`src/rtl/digital_lock_pkg.sv`:
```
// ---------------------------------------------------------------------------
// digital_lock_pkg
// Shared definitions for the keypad code lock: the width of one keypad digit
// and the encoding of the lock's three top-level states.
// No ports (package).
// ---------------------------------------------------------------------------
package digital_lock_pkg;

  // One keypad digit is a 4-bit value (0..15 from the decoder).
  localparam int DIGIT_W = 4;

  // ENTRY   : collecting digits, idx counts digits matched so far
  // OPEN    : correct code entered, lock held open until relock
  // LOCKOUT : too many failures, all input ignored until the timer expires
  typedef enum logic [1:0] {
    ENTRY   = 2'd0,
    OPEN    = 2'd1,
    LOCKOUT = 2'd2
  } lock_state_e;

endpackage

```
`src/rtl/digital_lock_timer.sv`:
```
// ---------------------------------------------------------------------------
// lock_timer
// Loadable down-counter that times the lockout period. A load pulse starts a
// countdown lasting CYCLES clock cycles, including the cycle right after the
// load edge. done is high during the final cycle of that countdown, so a
// controller that leaves its waiting state on done spends exactly CYCLES
// cycles waiting.
// Ports:
//   clk    in  1  rising-edge clock
//   rst_n  in  1  asynchronous active-low reset
//   load   in  1  start (or restart) the countdown
//   busy   out 1  countdown in progress
//   done   out 1  last cycle of the countdown
// ---------------------------------------------------------------------------
module lock_timer #(
  parameter int CYCLES = 1000
) (
  input  logic clk,
  input  logic rst_n,
  input  logic load,
  output logic busy,
  output logic done
);

  localparam int CNT_W = $clog2(CYCLES + 1);

  logic [CNT_W-1:0] count;
  logic             running;

  // Count register. Loading with CYCLES-1 rather than CYCLES makes the cycle
  // in which the count reads zero the last of CYCLES busy cycles. The count
  // saturates at zero; running drops on the edge that ends the final cycle.
  always_ff @(posedge clk or negedge rst_n) begin
    if (!rst_n) begin
      count   <= '0;
      running <= 1'b0;
    end else if (load) begin
      count   <= CNT_W'(CYCLES - 1);
      running <= 1'b1;
    end else if (running) begin
      if (count == '0) begin
        running <= 1'b0;
      end else begin
        count <= count - 1'b1;
      end
    end
  end

  assign busy = running;
  assign done = running && (count == '0);

endmodule

```
`src/rtl/digital_lock.sv`:
```
// ---------------------------------------------------------------------------
// digital_lock
// Keypad code lock. Digits arrive one per valid strobe and are compared in
// order against the four-digit code P0..P3. A complete correct sequence opens
// the lock until relock is pulsed. Each wrong digit ends the attempt with a
// one-cycle wrong_try_pulse; MAX_ATTEMPTS consecutive failures start a lockout
// of LOCKOUT_CYCLES cycles during which all input is ignored.
// Ports:
//   clk              in  1  rising-edge clock
//   rst_n            in  1  asynchronous active-low reset
//   digit            in  4  keypad digit, sampled when valid is high
//   valid            in  1  one-cycle strobe marking a new keypress
//   relock           in  1  one-cycle request to close the lock again
//   unlocked         out 1  lock is open (registered level)
//   wrong_try_pulse  out 1  one-cycle pulse per failed attempt (registered)
//   lockout          out 1  lockout timer running (registered level)
// ---------------------------------------------------------------------------
module digital_lock
  import digital_lock_pkg::*;
#(
  parameter logic [DIGIT_W-1:0] P0             = 4'd1,
  parameter logic [DIGIT_W-1:0] P1             = 4'd2,
  parameter logic [DIGIT_W-1:0] P2             = 4'd3,
  parameter logic [DIGIT_W-1:0] P3             = 4'd4,
  parameter int                 MAX_ATTEMPTS   = 3,
  parameter int                 LOCKOUT_CYCLES = 1000
) (
  input  logic               clk,
  input  logic               rst_n,
  input  logic [DIGIT_W-1:0] digit,
  input  logic               valid,
  input  logic               relock,
  output logic               unlocked,
  output logic               wrong_try_pulse,
  output logic               lockout
);

  localparam int ATT_W = $clog2(MAX_ATTEMPTS + 1);

  lock_state_e        state;
  lock_state_e        state_next;
  logic [1:0]         idx;
  logic [1:0]         idx_next;
  logic [ATT_W-1:0]   attempts;
  logic [ATT_W-1:0]   attempts_next;
  logic [DIGIT_W-1:0] expected_digit;
  logic               fail_now;
  logic               timer_load;
  logic               timer_busy;
  logic               timer_done;

  lock_timer #(
    .CYCLES (LOCKOUT_CYCLES)
  ) u_timer (
    .clk   (clk),
    .rst_n (rst_n),
    .load  (timer_load),
    .busy  (timer_busy),
    .done  (timer_done)
  );

  // Code digit that the next keypress must match, chosen by how many digits
  // of the code have been matched so far.
  always_comb begin
    expected_digit = P0;
    case (idx)
      2'd0: expected_digit = P0;
      2'd1: expected_digit = P1;
      2'd2: expected_digit = P2;
      2'd3: expected_digit = P3;
      default: expected_digit = P0;
    endcase
  end

  // Next-state logic for the FSM, the digit index and the attempt counter.
  // In ENTRY, relock takes priority over a simultaneous keypress, so that
  // digit is dropped. A wrong digit is consumed by the failure and never
  // re-examined as the start of a new code. The attempt that triggers
  // lockout also reloads the timer.
  always_comb begin
    state_next    = state;
    idx_next      = idx;
    attempts_next = attempts;
    fail_now      = 1'b0;
    timer_load    = 1'b0;

    case (state)
      ENTRY: begin
        if (relock) begin
          idx_next = 2'd0;
        end else if (valid) begin
          if (digit == expected_digit) begin
            if (idx == 2'd3) begin
              state_next    = OPEN;
              idx_next      = 2'd0;
              attempts_next = '0;
            end else begin
              idx_next = idx + 2'd1;
            end
          end else begin
            fail_now = 1'b1;
            idx_next = 2'd0;
            if (int'(attempts) + 1 < MAX_ATTEMPTS) begin
              attempts_next = attempts + 1'b1;
            end else begin
              state_next    = LOCKOUT;
              attempts_next = '0;
              timer_load    = 1'b1;
            end
          end
        end
      end

      OPEN: begin
        if (relock) begin
          state_next    = ENTRY;
          idx_next      = 2'd0;
          attempts_next = '0;
        end
      end

      LOCKOUT: begin
        // The timer should always be busy while locked out; leaving when it
        // is not keeps the FSM from getting stuck if the two ever disagree.
        if (timer_done || !timer_busy) begin
          state_next = ENTRY;
          idx_next   = 2'd0;
        end
      end

      default: begin
        state_next    = ENTRY;
        idx_next      = 2'd0;
        attempts_next = '0;
      end
    endcase
  end

  // State, counters and outputs. The outputs are registered from the next
  // state so that unlocked and lockout change on the same edge as the state
  // itself, and lockout rises together with the pulse of the final failure.
  always_ff @(posedge clk or negedge rst_n) begin
    if (!rst_n) begin
      state           <= ENTRY;
      idx             <= 2'd0;
      attempts        <= '0;
      unlocked        <= 1'b0;
      wrong_try_pulse <= 1'b0;
      lockout         <= 1'b0;
    end else begin
      state           <= state_next;
      idx             <= idx_next;
      attempts        <= attempts_next;
      unlocked        <= (state_next == OPEN);
      wrong_try_pulse <= fail_now;
      lockout         <= (state_next == LOCKOUT);
    end
  end

endmodule

```
`config.mk`:
```
export PLATFORM = sky130hd
export DESIGN_NAME = digital_lock
export DESIGN_NICKNAME = d
export VERILOG_FILES = /design/src/rtl/digital_lock_pkg.sv /design/src/rtl/digital_lock_timer.sv /design/src/rtl/digital_lock.sv
export SDC_FILE = /design/constraint.sdc
export NUM_CORES = 1
export LEC_CHECK = 0
export CORE_ASPECT_RATIO = 0.6
export CORE_UTILIZATION = 35
export CTS_BUF_LIST = sky130_fd_sc_hd__clkbuf_16
export DETAILED_ROUTE_END_ITERATION = 8
export GPL_ROUTABILITY_DRIVEN = 0
export PLACE_DENSITY = 0.58
export SLEW_MARGIN = 20
export SYNTH_ARGS = -nofsm -noshare
export SYNTH_HDL_FRONTEND = slang
export SYNTH_SLANG_ARGS = --single-unit
```
`constraint.sdc`:
```
create_clock -name clk -period 2.2 [get_ports clk]
set_input_delay 0.44 -clock clk [delete_from_list [all_inputs] [get_ports clk]]
set_output_delay 0.44 -clock clk [all_outputs]
set_load 0.1 [all_outputs]
```
Word level (Yosys, flattened, before mapping)
Index checks and enable logic that the tools add are counted.
- add/subtract/negate cells: 4
- $mul: 0
- divide/modulo/power cells: 0
- $lt $le $gt $ge: 1
- equal/unequal tests: 15
- shifts and indexed selects: 0
- multiplexer cells: 37
- bitwise gates (word level): 1
- reduce and logical (&&, ||, !) cells: 10
- operators by type and width (cell ; count):
    $mux W2 ; 18
    $mux W10 ; 3
    $pmux W2 S3 ; 3
    $pmux W4 S4 ; 1
    $mux W1 ; 12
    $logic_not A10 Y1 ; 1
    $ne A2 B2 Y1 const B ; 5
    $sub A10 B1 Y10 const B ; 1
    $eq A2 B2 Y1 const B ; 4
    $eq A2 B1 Y1 const B ; 3
    $ne A3 B3 Y1 const B ; 2
    $reduce_and A5 Y1 ; 1
    $add A2 B1 Y2 const B ; 2
    $eq A4 B4 Y1 ; 1
    $logic_not A2 Y1 ; 2
    $add A2 B1 Y3 const B ; 1
    $lt A3 B2 Y1 const B ; 1
    $reduce_and A3 Y1 ; 1
    $reduce_and A2 Y1 ; 1
    $reduce_bool A2 Y1 ; 1
    $logic_and A1 B1 Y1 ; 1
    $logic_not A1 Y1 ; 1
    $logic_or A1 B1 Y1 ; 1
    $not A1 Y1 ; 1
- register bits: 20
- bits in latches: 0
- memory bits (writable): 0
- ROM bits: 0
- input bits: 8
- word-level logic and storage cells: 76
- memories: 0

Logic depth before layout (Yosys ltp)
- depth in word-level cells: 9
- depth in mapped cells: 6

Hierarchy
From an unflattened synthesis, not the netlist that was laid out.
- cell total of the unflattened synthesis: 106
- area, all modules: 1114.8 µm²
- by module, submodules not included (module ; instances ; cells each ; area an instance (µm²)):
    lock_timer ; 1 ; 56 ; 579.3
    digital_lock ; 1 ; 50 ; 535.5

Least setup slack after synthesis
No wires, ideal clock.
- kind: register to register
- start point: reg idx[0]
- end point: reg u_timer.count[5]
- library setup time: 0.124 ns
- arrival: 1.803 ns
- data required time: 2.076 ns
- path slack: 0.273 ns
- cell stages (with the launch flop): 7
- path buffers: 0
- period minus slack after synthesis: 1.927 ns
- cell sequence: dfrtp_1 -> inv_1 -> ha_1 -> or3_1 -> a2111o_1 -> and2_1 -> a211o_1
- longest elaborated chain between the ends: 9
- elaborated cells on any way between the ends: 14
- ends and longest elaborated chain (what ; RTL line ; RTL):
    start: declaration ; digital_lock.sv:42 ; logic [1:0] idx;
    start signal: assignment ; digital_lock.sv:152 ; idx <= idx_next;
    $eq A2 B2 Y1 (tied with other cells) ; digital_lock.sv:66 ; case (idx)
    $pmux W4 S4 (*) ; digital_lock.sv:66 ;
    $eq A4 B4 Y1 (*) ; digital_lock.sv:92 ; if (digit == expected_digit) begin
    $mux W1 (*) ; digital_lock.sv:92 ;
    $mux W1 (*) ; digital_lock.sv:91 ; end else if (valid) begin
    $mux W1 (*) ; digital_lock.sv:89 ; if (relock) begin
    $mux W1 (*) ; digital_lock.sv:87 ; case (state)
    $ne A2 B2 Y1 (no source line) / $reduce_bool A2 Y1 (equally long branches) ; n/a ;
    $reduce_and A2 Y1 (no source line) ; n/a ;
    end signal: assignment ; digital_lock_timer.sv:38 ; count <= CNT_W'(CYCLES - 1);
    end signal: assignment ; digital_lock_timer.sv:44 ; count <= count - 1'b1;
    end: declaration ; digital_lock_timer.sv:27 ; logic [CNT_W-1:0] count;
Mark *: on every way between the ends. The rest lies on a longest branch, timed or not. The select of a mux whose other input is x is not followed.
A chain may end at the register's enable or synchronous reset.

Worst setup path in the final report
Ends and elaborated chain as after synthesis.

==> summary.md <==
| Metric | Value |
|---|---|
| Yosys reg bits | 20 |
| RSZ-0062 raised after global routing | false |
| DR iter-0 viols | 28 |
| Nets | 139 |
| Count of different cell masters after synthesis | 36 |
| Syn Area/Cell | about 10 um^2 |
| Cts hold-fix bufs | 0 |
| Placed cell areas | about 1300 um^2 |
| Syn_nets | between 100 and 150 |
| ANT nets after route | 0 |
| Min-Delay Path Class | reg2reg |
| Final Cell Area | roughly 1400 um^2 |
| Post-synthesis cell area | approximately 1100 um^2 |
| Xor/xnor cell area share of the yosys netlist | 0.0321 |
| Layout Area Growth over Synthesis | 23.9% |
| Synth warn | 0 |
| Mux cell area share after synthesis | 0.0183 |
| Crit. End Element | flop |
| Final worst setup slack | 0.159 ns |
| Inst Count DP | around 160 |
| Fin. max-slew vios | 0 |
| Num CTS Buffers | 3 |
| Min Hold Slack | between 0.5 and 0.6 ns |
| GRT Residual Overflow | 0 |
| Main combinational cell family by area after synthesis | simple AND/OR/NAND/NOR gates |
| H-tree depth | 1 |
| Synth Area in Compound Gates | 0.195 |
| Final-report setup violation count | 0 |
| Syn Inst Count | around 110 |
| Most common cell after layout, fill and taps aside | dfrtp_1 |
| Most frequent cells in the layout | dfrtp_1, nand2_1, buf_4 |
| Tcrit/Tclk final | 0.928 |
| Seq/Total Area, Yosys | 0.458 |
| TritonCTS clock tree | built |
| Tmin final | about 2.0 ns |
| Post-CTS Resized | 0 |
| Pin count of the biggest net entering global routing | 21 |
| Setup repair bufs after CTS | 0 |
| Post-Synth Adder-Cell Area | 0.0573 |
| Synth Area in Simple Gates | 0.205 |
| Clock sink count | 20 |
| Kind of critical path | reg2reg |
| Site row count | 15 |
| Worst EP required | roughly 2.3 ns |
| Ant. Diodes | 0 |
| Die width | between 70 and 80 um |
| Outcome | finished clean |
| Hold Fails Final Rpt | 0 |
| Via count | 842 |
| PwrDens | about 570 nW/um^2 |
| Clk root buf | clkbuf_16 |
| Slowest cell on crit path | a2111o_1 |
| Vias in the first global route | 820 |
| Share of layout cells above drive strength 1 | 0.161 |
| Maximum clock rate | 490 MHz |
| Startpoint Class | flop |
| First-pass GRT wire length | 3980 um |
| First-pass iteration count of the detailed router | 4 |
| DR vias/cell | between 5 and 6 |
| Fin cells | ~170 |
| CP arrival | around 2.2 ns |
| DRC viols | 0 |
| Crit-path max FO | 4 |
| Final WL | around 2300 um |
| Peak per-stage delay on the critical path | roughly 0.44 ns |
| Worst-Skew Late Latency | about 0.25 ns |
| Max VDD drop | 0.000211 V |
| Die ar. | between 3000 and 4000 um^2 |
| CP Cell Sequence | inv_1 > ha_1 > or3_1 > a2111o_1 > and2_1 > a211o_1 |
| Buffers on Ports | 10 |
| Pleak | 0.533 nW |
| DP HPWL | between 1500 and 2000 um |
| Worst-margin pin slew | between 0.4 and 0.5 ns |
| Initial Utilization | 0.375 |
| Max-Cap Viols | 0 |
| Slew HR | 0.714 |
| Ports | 11 |
| Worst slack, placed | -0.000554 ns |
| Core Region | around 2900 um^2 |
| Antenna violations before repair | 0 |
| Die height | 45.3 um |
| Clk_skew | 0.00151 ns |
| Tot GR Track Use | 0.162 |
| Clk buf depth | 2 |
| DR WL/cell | 13.6 um |
| Clock Pin Slew Worst Setup and Hold Paths | roughly 0.050 ns |
[power breakdown]
group	internal [mW]	switching (mW)
Clock	0.239	0.126
Sequential	0.368	0
Combinational	0.0162	0.0164
[logic make-up after synthesis]
family | after synthesis
and+or+nand+nor | 41
muxes | 2
buffers and inverters | 8
AOI/OAI and AO/OA | 25
DFF | 20
xor gates and xnor gates | 4
adders and majority gates | 5
[cell type report]
class,count,area [um^2]
multi-input cells,77,554
repair buffers,17,145
inverters,7,26.3
well taps,42,52.6
fillers,262,1560
clock buffers,3,75.1
flip-flops and latches,20,500
[stage by stage]
stage / TNS [ns] / utilization / total power, mW
finish: 0 / 0.465 / 0.766
global route: 0 / 0.465 / 0.799
CTS: 0 / 0.465 / 0.777
detailed placement: -0.000554 / 0.440 / 0.408
global placement: 0 / 0.440 / 0.408
floorplan: 0 / - / 0.382
[Yosys cell counts]
cell type,instances,area (um^2)
a2111o_1,1,11.3
o2bb2ai_1,2,17.5
a211o_1,1,8.76
xor2_1,3,26.3
or3_1,4,25.0
or4b_2,1,10.0
nor3_1,6,30.0
o311ai_0,1,8.76
o211ai_1,3,22.5
o31ai_4,1,21.3
buf_6,1,11.3
a31oi_1,1,6.26
or4_2,1,8.76
dfrtp_1,20,500
nor2_1,4,15.0
a2111oi_4,1,27.5
a2bb2oi_2,1,15.0
and3_1,1,6.26
a21oi_1,3,15.0
and3b_1,1,8.76
or4_4,1,11.3
o2111ai_1,1,8.76
nand4_1,1,6.26
inv_1,7,26.3
and2_1,1,6.26
o21ai_0,7,35.0
or2b_1,1,7.51
nand3_1,4,20.0
o31ai_1,2,15.0
or3_2,1,7.51
nand2_1,11,41.3
mux2i_1,2,20.0
nand2b_1,2,12.5
or4_1,1,7.51
ha_1,5,62.6
xnor2_1,1,8.76
[worst max-delay path: cells and delay by family, from the launching register on]
family	cells	cell delay, ns
flops	1	0.35
buf+inv	1	0.08
simple gates	2	0.61
fa+ha+maj	1	0.21
compound gates	2	0.67
[layer usage]
metal / vias to the layer above / share of wire / GRT usage
met4: 0 / 0 / 0.0231
met1: 402 / 0.55 / 0.246
li1: 425 / - / -
met3: 0 / 0.042 / 0.0469
met5: - / 0 / 0
met2: 15 / 0.40 / 0.229
[flip-flops by register name, indices dropped and copies added, names as in the netlist]
signal	flops
attempts	2
idx	2
lockout	1
state	2
u_timer.busy	1
u_timer.count	10
unlocked	1
wrong_try_pulse	1
[final timing paths]
kind | from | end | slack [ns] | cells after the start
worst max-delay path | idx[0]$_DFFE_PN0P_ | u_timer.count[5]$_DFFE_PN0P_ | 0.16 | 6
worst min-delay path | attempts[0]$_DFFE_PN0P_ | attempts[1]$_DFFE_PN0P_ | 0.52 | 1
worst max register to register | idx[0]$_DFFE_PN0P_ | u_timer.count[5]$_DFFE_PN0P_ | 0.16 | 6
worst min register to register | attempts[0]$_DFFE_PN0P_ | attempts[1]$_DFFE_PN0P_ | 0.52 | 1
max in group asynchronous | rst_n | u_timer.count[5]$_DFFE_PN0P_ | 1.46 | 2
min in group asynchronous | rst_n | u_timer.count[3]$_DFFE_PN0P_ | 0.53 | 2
Power figures use the tool's default switching activity.
==> patch: new RTL, same settings <==
Register the inputs `digit`, `valid` and `relock` before use. The logic sees them one clock later. Comments in the files are not updated.
--- a/src/rtl/digital_lock.sv
+++ b/src/rtl/digital_lock.sv
@@ -37,4 +37,14 @@
 
   localparam int ATT_W = $clog2(MAX_ATTEMPTS + 1);
+
+  logic [DIGIT_W-1:0] digit_q;
+  logic valid_q;
+  logic relock_q;
+
+  always_ff @(posedge clk) begin
+    digit_q  <= digit;
+    valid_q  <= valid;
+    relock_q <= relock;
+  end
 
   lock_state_e        state;
@@ -87,8 +97,8 @@
     case (state)
       ENTRY: begin
-        if (relock) begin
+        if (relock_q) begin
           idx_next = 2'd0;
-        end else if (valid) begin
-          if (digit == expected_digit) begin
+        end else if (valid_q) begin
+          if (digit_q == expected_digit) begin
             if (idx == 2'd3) begin
               state_next    = OPEN;
@@ -113,5 +123,5 @@
 
       OPEN: begin
-        if (relock) begin
+        if (relock_q) begin
           state_next    = ENTRY;
           idx_next      = 2'd0;
Behaviour: not the same (a bounded check fails within 4 cycles, from zero or initial values and one cycle with rst_n low).
==> patch against the unedited design <==
  * Sequential cell count increased by 6
  * Sequential share of layout area increased by 4.2 points
  * Design area increased by 11%
  * Setup slack improved by 17 ps
  * Synthesized cell count increased by 8.6%
  * Final cell count increased by 6.0%
  * Wire length increased by 5.4%
  * Global-route usage decreased by 1.4 points
  * Synthesized area increased by 12%
  * Via count increased by 7.6%
  * First-iteration DRC count increased by 61%
  * Critical endpoint is now u_timer.count[2]
  * Largest cell class is now sequential cells
Power is not compared: it rests on default switching activity, and its combinational part moved more than twofold at a synthesized area within 25%.
==> patch: results (changes against the unedited design) <==
vias per cell 5.15 (was 5.07); synth cell count leaders 20 x dfrtp_1, 10 x nand2_1, 7 x inv_1 (was 20 x dfrtp_1, 11 x nand2_1, 7 x inv_1, 7 x o21ai_0, 6 x nor3_1); drt wl/cell 13.5 um (was 13.6 um); buffering overhead 0.0813 (was 0.107); placed cells 172 (was 163); Worst Tran Pin Value 417 ps (was 424 ps); multi-input gates 80 (was 77); Max clock buf depth 2 (unchanged); DP Wirelength 1790 um (was 1780 um); CP max stage delay 380 ps (was 440 ps); pre-CTS setup slack 116 ps (was -0.554 ps); Yosys warnings 0 (unchanged); CTS-repair resized insts 0 (unchanged); VDD IR max approximately 600 uV; Yosys cell types 39 (was 36); Tcrit/Tclk final 0.920 (was 0.928); sequential cell area 621 um^2 (was 500 um^2); post-synthesis sequential area ratio 0.508 (was 0.458); outcome finished, final reports clean (unchanged); Worst Path Arrival 2150 ps (was 2170 ps); area post-placement 1400 um^2 (was 1280 um^2); Syn Inst Count 114 (was 105); number of non-clock buffers 14 (was 17); fraction of area in multi-input gates 0.383 (was 0.409); layout net count 145 (was 139); worst-path fanout max 7 (was 4); Area contributors post-synth dfrtp_1 41%, dfxtp_1 9.8%, ha_1 5.1%, nand2_1 3.1%, xnor2_1 2.9% (was dfrtp_1 46%, ha_1 5.7%, nand2_1 3.8%, o21ai_0 3.2%, nor3_1 2.7%); share of cells above drive strength 1 0.130 (was 0.161); net count after synthesis 127 (was 118); 1st-iter DRT viols 45 (was 28); area of the multi-input gates 577 um^2 (was 554 um^2); first-pass GRT wire length 3860 um (was 3980 um); vias in the first global route 808 (was 820); Area Overhead vs Synth 23.5% (was 23.9%); clock skew 3.34 ps (was 1.51 ps); vias 906 (was 842); synthesized flop and latch total 26 (was 20); Hold Path Class primary input to asynchronous set/reset pin (was flip-flop to flip-flop); Synth Flop Type dfrtp_1 (unchanged); gr usage total 0.148 (was 0.162); fillcell total 308 (was 262); critical path's slowest cell dfrtp_1 (was a2111o_1); htree depth 1 (unchanged); number of port buffers 10 (unchanged); Post-synth ARST share 0.769 (was 1.00); Clock buf/inv share 0.0697 (was 0.0555)
patch: cell count changes in the layout (fill, tap and decap cells not counted), moves of 2 or more:
cell and change:
a21oi_1 -2, buf_4 -3, dfxtp_1 +6, nand2b_1 +2
nand3_1 -2, nand3b_1 +2, nor2b_1 +2, nor4_1 +2
o21a_1 +3, o21ai_0 -2, o2bb2ai_1 -2, or3_1 -3
xnor2_1 +3
patch: per-layer routing:
metal	part of all wire	global-route usage	vias to the layer above
met3	0.051	0.0457	5
met1	0.51	0.196	424
met4	0.023	0.104	0
li1	-	-	447
met5	0	0	-
met2	0.42	0.212	30
patch: final timing paths:
check,startpoint,to,slack (ps),cells past startpoint
min in group clk,attempts[1],u_timer.count[3],520,1
max in group asynchronous,rst_n,idx[0],1480,2
max,idx[0],u_timer.count[2],180,7
max reg2reg,idx[0],u_timer.count[2],180,7
min,rst_n,u_timer.count[8],520,2
min reg2reg,attempts[1],u_timer.count[3],520,1
patch: cell families after synthesis:
group | synth area share
buf+inv | 0.0246
fa+ha+maj | 0.0512
flops | 0.508
compound gates | 0.143
simple gates | 0.195
xor+xnor | 0.0430
mux | 0.0348
patch: report_power, final:
| part | switching (W) | leakage, nW | internal, W | total (W) |
|---|---|---|---|---|
| clock network | 0.000163 | 0.0511 | 0.000362 | 0.000525 |
| logic | 0.000359 | 0.277 | 0.000279 | 0.000639 |
| registers | 0.000156 | 0.292 | 0.000618 | 0.000774 |
patch: worst max-delay path: cells and delay by family (launching register included):
family / cells / cell delay [ps]
AOI/OAI and AO/OA: 2 / 370
xor gates and xnor gates: 1 / 240
adders and majority gates: 1 / 270
buffers and inverters: 2 / 320
DFF: 1 / 380
and+or+nand+nor: 1 / 300
